$ cat src/rtl/uart_tx_arbiter_if.sv
// uart_tx_arbiter_if: requester-side and UART-side handshake bundle for uart_tx_arbiter
interface uart_tx_arbiter_if #(
    parameter int NUM_REQ = 2
);
    logic [NUM_REQ*8-1:0] ipReqData;
    logic [NUM_REQ-1:0]   ipReqValid;
    logic [NUM_REQ-1:0]   ipReqLast;
    logic [NUM_REQ-1:0]   opReqReady;
    logic [NUM_REQ-1:0]   opGrant;
    logic [7:0]           opTxData;
    logic                 opTxSend;
    logic                 ipTxBusy;
    modport slave (
        input  ipReqData, ipReqValid, ipReqLast, ipTxBusy,
        output opReqReady, opGrant, opTxData, opTxSend
    );
    modport master (
        output ipReqData, ipReqValid, ipReqLast, ipTxBusy,
        input  opReqReady, opGrant, opTxData, opTxSend
    );
endinterface

$ cat src/rtl/uart_tx_arbiter.sv
// uart_tx_arbiter: message-granular round-robin sharing of one UART transmitter; ARB_TIMEOUT_EN adds forced release of a stalled grant
module uart_tx_arbiter #(
    parameter int NUM_REQ        = 2,
    parameter int TIMEOUT_CYCLES = 1000000
) (
    input logic             ipClk,
    input logic             ipnReset,
    uart_tx_arbiter_if.slave bus
);
    localparam int IW = $clog2(NUM_REQ);

    typedef enum logic [1:0] {IDLE, LOCK, SEND, DRAIN} state_t;

    state_t        state;
    logic [IW-1:0] ptr, gnt_idx, pick_idx, next_idx;
    logic          pick_ok, last_flag, timed_out;

    if (NUM_REQ < 2 || NUM_REQ > 8 || TIMEOUT_CYCLES < 1) begin : g_param_check
        $error("uart_tx_arbiter: NUM_REQ must be 2..8 and TIMEOUT_CYCLES >= 1");
    end

    assign next_idx = (int'(gnt_idx) == NUM_REQ - 1) ? '0 : gnt_idx + 1'b1;

    // first valid requester at or after the pointer; lowest offset is assigned last so it wins
    always_comb begin
        int j;
        pick_ok  = 1'b0;
        pick_idx = ptr;
        j        = 0;
        for (int k = NUM_REQ - 1; k >= 0; k--) begin
            j = int'(ptr) + k;
            if (j >= NUM_REQ) j -= NUM_REQ;
            if (bus.ipReqValid[IW'(j)]) begin
                pick_ok  = 1'b1;
                pick_idx = IW'(j);
            end
        end
    end

`ifdef ARB_TIMEOUT_EN
    localparam int CW = $clog2(TIMEOUT_CYCLES + 1);
    logic [CW-1:0] idle_cnt;

    assign timed_out = state == LOCK && !bus.ipReqValid[gnt_idx] && idle_cnt == CW'(TIMEOUT_CYCLES - 1);

    // counts cycles the owner leaves the transmitter unused inside a message
    always_ff @(posedge ipClk or negedge ipnReset) begin
        if (!ipnReset) idle_cnt <= '0;
        else if (state != LOCK || bus.ipReqValid[gnt_idx] || timed_out) idle_cnt <= '0;
        else idle_cnt <= idle_cnt + 1'b1;
    end
`else
    assign timed_out = 1'b0;
`endif

    // arbitration FSM; every output is registered here
    always_ff @(posedge ipClk or negedge ipnReset) begin
        if (!ipnReset) begin
            state          <= IDLE;
            ptr            <= '0;
            gnt_idx        <= '0;
            last_flag      <= 1'b0;
            bus.opGrant    <= '0;
            bus.opReqReady <= '0;
            bus.opTxData   <= 8'h00;
            bus.opTxSend   <= 1'b0;
        end else begin
            bus.opReqReady <= '0;
            case (state)
                IDLE: if (pick_ok) begin
                    gnt_idx     <= pick_idx;
                    bus.opGrant <= NUM_REQ'(1) << pick_idx;
                    state       <= LOCK;
                end
                LOCK: if (timed_out) begin
                    bus.opGrant <= '0;
                    ptr         <= next_idx;
                    state       <= IDLE;
                end else if (bus.ipReqValid[gnt_idx] && !bus.ipTxBusy) begin
                    bus.opTxData   <= bus.ipReqData[int'(gnt_idx)*8 +: 8];
                    last_flag      <= bus.ipReqLast[gnt_idx];
                    bus.opReqReady <= bus.opGrant;
                    bus.opTxSend   <= 1'b1;
                    state          <= SEND;
                end
                SEND: if (bus.ipTxBusy) begin
                    bus.opTxSend <= 1'b0;
                    state        <= DRAIN;
                end
                DRAIN: if (!bus.ipTxBusy) begin
                    if (last_flag) begin
                        bus.opGrant <= '0;
                        ptr         <= next_idx;
                        state       <= IDLE;
                    end else begin
                        state <= LOCK;
                    end
                end
                default: state <= IDLE;
            endcase
        end
    end
endmodule

$ cat src/flat_wrapper.sv
// flat-port wrapper written by rule: the top's interface ports become plain ports
module uart_tx_arbiter_flat 
#(
    parameter int NUM_REQ        = 2,
    parameter int TIMEOUT_CYCLES = 1000000
)
  (ipClk, ipnReset, bus_ipReqData, bus_ipReqValid, bus_ipReqLast, bus_ipTxBusy, bus_opReqReady, bus_opGrant, bus_opTxData, bus_opTxSend);
  uart_tx_arbiter_if #(.NUM_REQ(NUM_REQ)) bus_i ();
  input logic ipClk;
  input logic ipnReset;
  input wire logic [$bits(bus_i.ipReqData)-1:0] bus_ipReqData;
  input wire logic [$bits(bus_i.ipReqValid)-1:0] bus_ipReqValid;
  input wire logic [$bits(bus_i.ipReqLast)-1:0] bus_ipReqLast;
  input wire logic [$bits(bus_i.ipTxBusy)-1:0] bus_ipTxBusy;
  output wire logic [$bits(bus_i.opReqReady)-1:0] bus_opReqReady;
  output wire logic [$bits(bus_i.opGrant)-1:0] bus_opGrant;
  output wire logic [$bits(bus_i.opTxData)-1:0] bus_opTxData;
  output wire logic [$bits(bus_i.opTxSend)-1:0] bus_opTxSend;
  assign bus_i.ipReqData = bus_ipReqData;
  assign bus_i.ipReqValid = bus_ipReqValid;
  assign bus_i.ipReqLast = bus_ipReqLast;
  assign bus_i.ipTxBusy = bus_ipTxBusy;
  assign bus_opReqReady = bus_i.opReqReady;
  assign bus_opGrant = bus_i.opGrant;
  assign bus_opTxData = bus_i.opTxData;
  assign bus_opTxSend = bus_i.opTxSend;
  uart_tx_arbiter #(.NUM_REQ(NUM_REQ), .TIMEOUT_CYCLES(TIMEOUT_CYCLES)) u_core (.ipClk(ipClk), .ipnReset(ipnReset), .bus(bus_i));
endmodule
$ cat config.mk
export PLATFORM = sky130hd
export DESIGN_NAME = uart_tx_arbiter_flat
export DESIGN_NICKNAME = d
export VERILOG_FILES = /design/src/rtl/uart_tx_arbiter_if.sv /design/src/rtl/uart_tx_arbiter.sv /design/src/flat_wrapper.sv
export SDC_FILE = /design/constraint.sdc
export NUM_CORES = 1
export LEC_CHECK = 0
export ABC_CLOCK_PERIOD_IN_PS = 4200
export CAP_MARGIN = 40
export CORE_MARGIN = 2
export CORE_UTILIZATION = 48
export CTS_BUF_LIST = sky130_fd_sc_hd__clkbuf_2 sky130_fd_sc_hd__clkbuf_4 sky130_fd_sc_hd__clkbuf_8
export DETAILED_ROUTE_END_ITERATION = 16
export PLACE_DENSITY = 0.86
export SYNTH_ARGS = -nofsm -noshare
export SYNTH_HDL_FRONTEND = slang
export SYNTH_SLANG_ARGS = --single-unit
$ cat constraint.sdc
create_clock -name ipClk -period 4.2 [get_ports ipClk]
set_input_delay 1.05 -clock ipClk [delete_from_list [all_inputs] [get_ports ipClk]]
set_output_delay 1.05 -clock ipClk [all_outputs]
set_load 0.01 [all_outputs]
==> impl.org <==
** Die
- The die covers 0.00233 sq mm.
- Row Count :: 16
- X dimension of the die :: 48.3 um
- From bottom edge to top edge, the die measures 48.3 um.
- For this configuration, the core starts out at a cell density of 49.5%.
- I/O pin total :: 36
- The region available for standard cell placement spans 0.00190 sq mm.

** Routing
- Before antenna repair, the detailed router went through 4 iterations.
- Routed via count divided by cell count :: 5.00
- Routed wire length per instance :: 13.2 um
- The detailed router finished its first iteration with 6 violations.
- Once detail routing completed, the nets flagged for antenna violations numbered 0.
- Count of unresolved DRC violations after routing :: 0
- Final routed wirelength across all metal layers :: 1990 um
- The routed layout has 755 vias.

** Power
- Across the VDD grid, the largest voltage drop is 0.395 mV.
- Per report_power, the clock group accounts for 9.6% of the total.
- Proportion of power drawn by flip-flops and latches :: 38.2%
- Sw frac :: 37.5%
- Reported net switching power :: 0.322 mW
- Combinational fraction of design power :: 52.2%
- The internal power of the cells totals 0.535 mW.
- The analysis attributes to cell leakage a power of 0.571 nW.
- In this run the power density over the cells is 639 mW/mm^2.

** STA
- Slew at the pin closest to its max-slew limit :: 0.796 ns
- Setup total negative slack on the finished layout was measured at 0 ns.
- In the finished design, the share of the clock period the worst path needs comes to 54.9%.
- Setup repair after global routing left no endpoint under its margin.
- For the finished layout, the period the worst path requires is 2.31 ns.
- Derived from the worst setup path, the maximum achievable clock frequency is 0.433 GHz.
- Final hold vios :: 0
- Count of endpoints failing setup in the final report :: 0
- Tightest slew margin relative to the limit :: 46.8%
- Pins over their slew limit :: 0
- Across all setup checks in the final design, the least slack found is 1.89 ns.
- Worst clock skew on the final layout :: 0.00513 ns

** Global route
- GRT Resource Usage Total :: 20.1%
- Largest net degree at the start of global routing :: 19
- Antenna violations before repair :: 0
- Wire length of the first global-routing pass :: 3640 um
- For this run the aggregate overflow at the end of global routing stands at 0.
- The via count of the first global-routing pass is 810.

** CTS
- Clock-pin slew was measured on the worst setup and hold paths at 0.10 ns.
- Bufs on Longest Clock Path :: 2
- Number of post-CTS setup repair buffers :: 0
- Sink Count :: 18
- Cts bufs inserted :: 3
- Clock tree from TritonCTS :: done
- Hold repair after CTS inserted 0 buffers.
- At the later pin of the worst-skew pair, clock insertion delay measures 0.29 ns.
- Total number of H-tree levels :: 1
- Root buffer cell :: sky130_fd_sc_hd__clkbuf_4
- Resize count post-CTS :: 0

** Finish
- In the final design database the tool counted 155 nets.
- Sequential standard cell area :: 450 sq um
- Multi-input gate area :: 465 sq um
- Counting the fill cells in the layout gives 144.
- In the final layout, the share of cells above drive strength 1 is 6.45%.
- Diode count :: 0
- Synthesis-to-layout area growth :: 42.4%

** Synth
- Number of distinct library cells after synthesis :: 23
- By instance count, the leading cell after synthesis is sky130_fd_sc_hd__dfrtp_1.
- The synthesized design contains 18 register bits.
- Fraction of synthesis flops using an asynchronous set or reset pin :: 100%
- The synthesized design contains 0 enable-type register cells.
- During synthesis, Yosys emitted a total of 0 warnings.
- Of the post-synthesis cell area, the dominant cell type holds 47.8%.
- Summed instance area of the synthesized netlist :: 942 sq um
- Among all flip-flop cells after synthesis, the most frequent one is sky130_fd_sc_hd__dfrtp_1.
- After technology mapping, the gate count stands at 88.
- Yosys top cell by area :: sky130_fd_sc_hd__dfrtp_1
- Each instance of the synthesized netlist takes up on average 10.7 sq um.
- Share of the yosys chip area belonging to registers :: 47.8%
- The number of nets handed over by synthesis was 117.
- Synth cell count leaders :: 18 x sky130_fd_sc_hd__dfrtp_1, 11 x sky130_fd_sc_hd__nor2_1, 10 x sky130_fd_sc_hd__a21oi_1, 10 x sky130_fd_sc_hd__mux2i_1
- Yosys attributes the largest share of cell area to sky130_fd_sc_hd__dfrtp_1 48%, sky130_fd_sc_hd__mux2i_1 11%, sky130_fd_sc_hd__ha_1 8.0%.

** Worst hold path
- Along the worst hold path, the cell count comes to 1.
- Path category of the worst min-delay check :: reg2reg
- Beginning of the worst hold path :: u_core.bus.opGrant[0]$_DFFE_PN0P_

** Setup path
- The worst register-to-register path begins at u_core.state[0]$_DFFE_PN0P_.
- Number of buffer and inverter stages on the critical path :: 1
- Worst Setup SP :: bus_ipTxBusy
- Worst Reg2Reg Path Length in Cells :: 5
- STA classifies the critical path startpoint as an input port.
- Broken down by cell family, the worst path's largest delay share belongs to buffers and inverters.
- Slowest stage cell, crit path :: sky130_fd_sc_hd__clkdlybuf4s50_1
- Sort of element at the end of the critical path :: register
- At the worst endpoint, the required time is 4.38 ns.
- Counting buffers and inverters, the worst setup path is 3 cells deep.
- Biggest cell delay along the critical path :: 0.58 ns
- Largest fanout on the critical path :: 8
- Cell-by-cell trace of the critical path :: clkdlybuf4s50_1 -> a2111oi_4 -> mux2_1
- Worst Path Arrival :: 2.49 ns
- The critical path is of the in2reg type.

** Placed design
- Final estimated routing congestion in global placement :: 0.862
- During placement, the flow inserted port buffers numbering 35.
- The wire-length estimate of the detail-placed layout is 1580 um.
- Post-Place Setup Slack :: 1.59 ns

** Run status
- Status :: completed

** Flow run
- Max-cap violations in this run came to 0.
==> cells in the final DEF, fill, tap and decap left out, drive strengths merged, types with 2 or more instances in the layout <==
| cell | n |
|---|---|
| clkdlybuf4s50 | 35 |
| dfrtp | 18 |
| o21ai | 3 |
| nor2b | 3 |
| nand2 | 6 |
| nor2 | 11 |
| mux2i | 10 |
| mux2 | 2 |
| clkbuf | 3 |
| nor3 | 3 |
| ha | 6 |
| and2 | 2 |
| inv | 3 |
| a21oi | 10 |
==> stage by stage <==
| step | instance area [sq um] | power, mW | cells | util (%) | hold WS, ns |
|---|---|---|---|---|---|
| 2_1_floorplan | 942 | 0.599 | 88 | - | 0.498 |
| 4_1_cts | 1340 | 0.866 | 151 | 70.5 | 0.517 |
| 3_3_place_gp | 1310 | 0.762 | 147 | 68.9 | 0.486 |
| 5_1_grt | 1340 | 0.933 | 151 | 70.5 | 0.543 |
| 6_report | 1340 | 0.857 | 151 | 70.5 | 0.509 |
| 3_5_place_dp | 1320 | 0.785 | 148 | 69.3 | 0.493 |
==> logic make-up (layout without fill, tap and decap cells) <==
kind of cell / after synthesis / in the layout / share of synthesized area (%)
mux: 12 / 12 / 13.0
fa+ha+maj: 6 / 6 / 7.97
buf+inv: 6 / 42 / 2.79
compound gates: 19 / 19 / 14.1
simple gates: 27 / 27 / 14.3
flops: 18 / 18 / 47.8
==> power groups by stage <==
stage / sequential, mW / clock [mW] / combinational (mW)
global route: 0.341 / 0.0911 / 0.501
CTS: 0.329 / 0.0833 / 0.454
finish: 0.327 / 0.0821 / 0.447
floorplan: 0.328 / 0 / 0.271
detailed placement: 0.332 / 0 / 0.453
global placement: 0.329 / 0 / 0.433
==> flip-flops by register name, indices dropped and copies added (netlist names) <==
signal,cells
u_core.gnt_idx,1
u_core.bus.opReqReady,2
u_core.bus.opTxData,8
u_core.ptr,1
u_core.state,2
u_core.bus.opGrant,2
u_core.last_flag,1
u_core.bus.opTxSend,1
==> metal layers <==
metal / share of wire [%] / GRT usage (%) / vias up
li1: - / - / 381
met1: 42 / 21.3 / 340
met2: 46 / 35.9 / 28
met3: 8.5 / 6.48 / 6
met4: 3.0 / 10.0 / 0
met5: 0 / 0 / -
==> final timing paths <==
path	endpoint	slack, ns
max	u_core.bus.opGrant[0]$_DFFE_PN0P_	1.89
min	u_core.bus.opReqReady[0]$_DFF_PN0_	0.51
min in group asynchronous	u_core.bus.opReqReady[0]$_DFF_PN0_	1.22
max reg2reg	u_core.bus.opGrant[0]$_DFFE_PN0P_	2.38
max in group asynchronous	u_core.state[0]$_DFFE_PN0P_	2.49
min reg2reg	u_core.bus.opReqReady[0]$_DFF_PN0_	0.51
==> layout make-up <==
cell class                 count  share of cell area, %
timing repair buffer          36                   26.7
clock buffer                   3                   1.68
inverter                       3                  0.840
multi-input combinational     64                   34.7
tap                           27                   2.52
sequential                    18                   33.6
(Power assumes the default switching activity.)
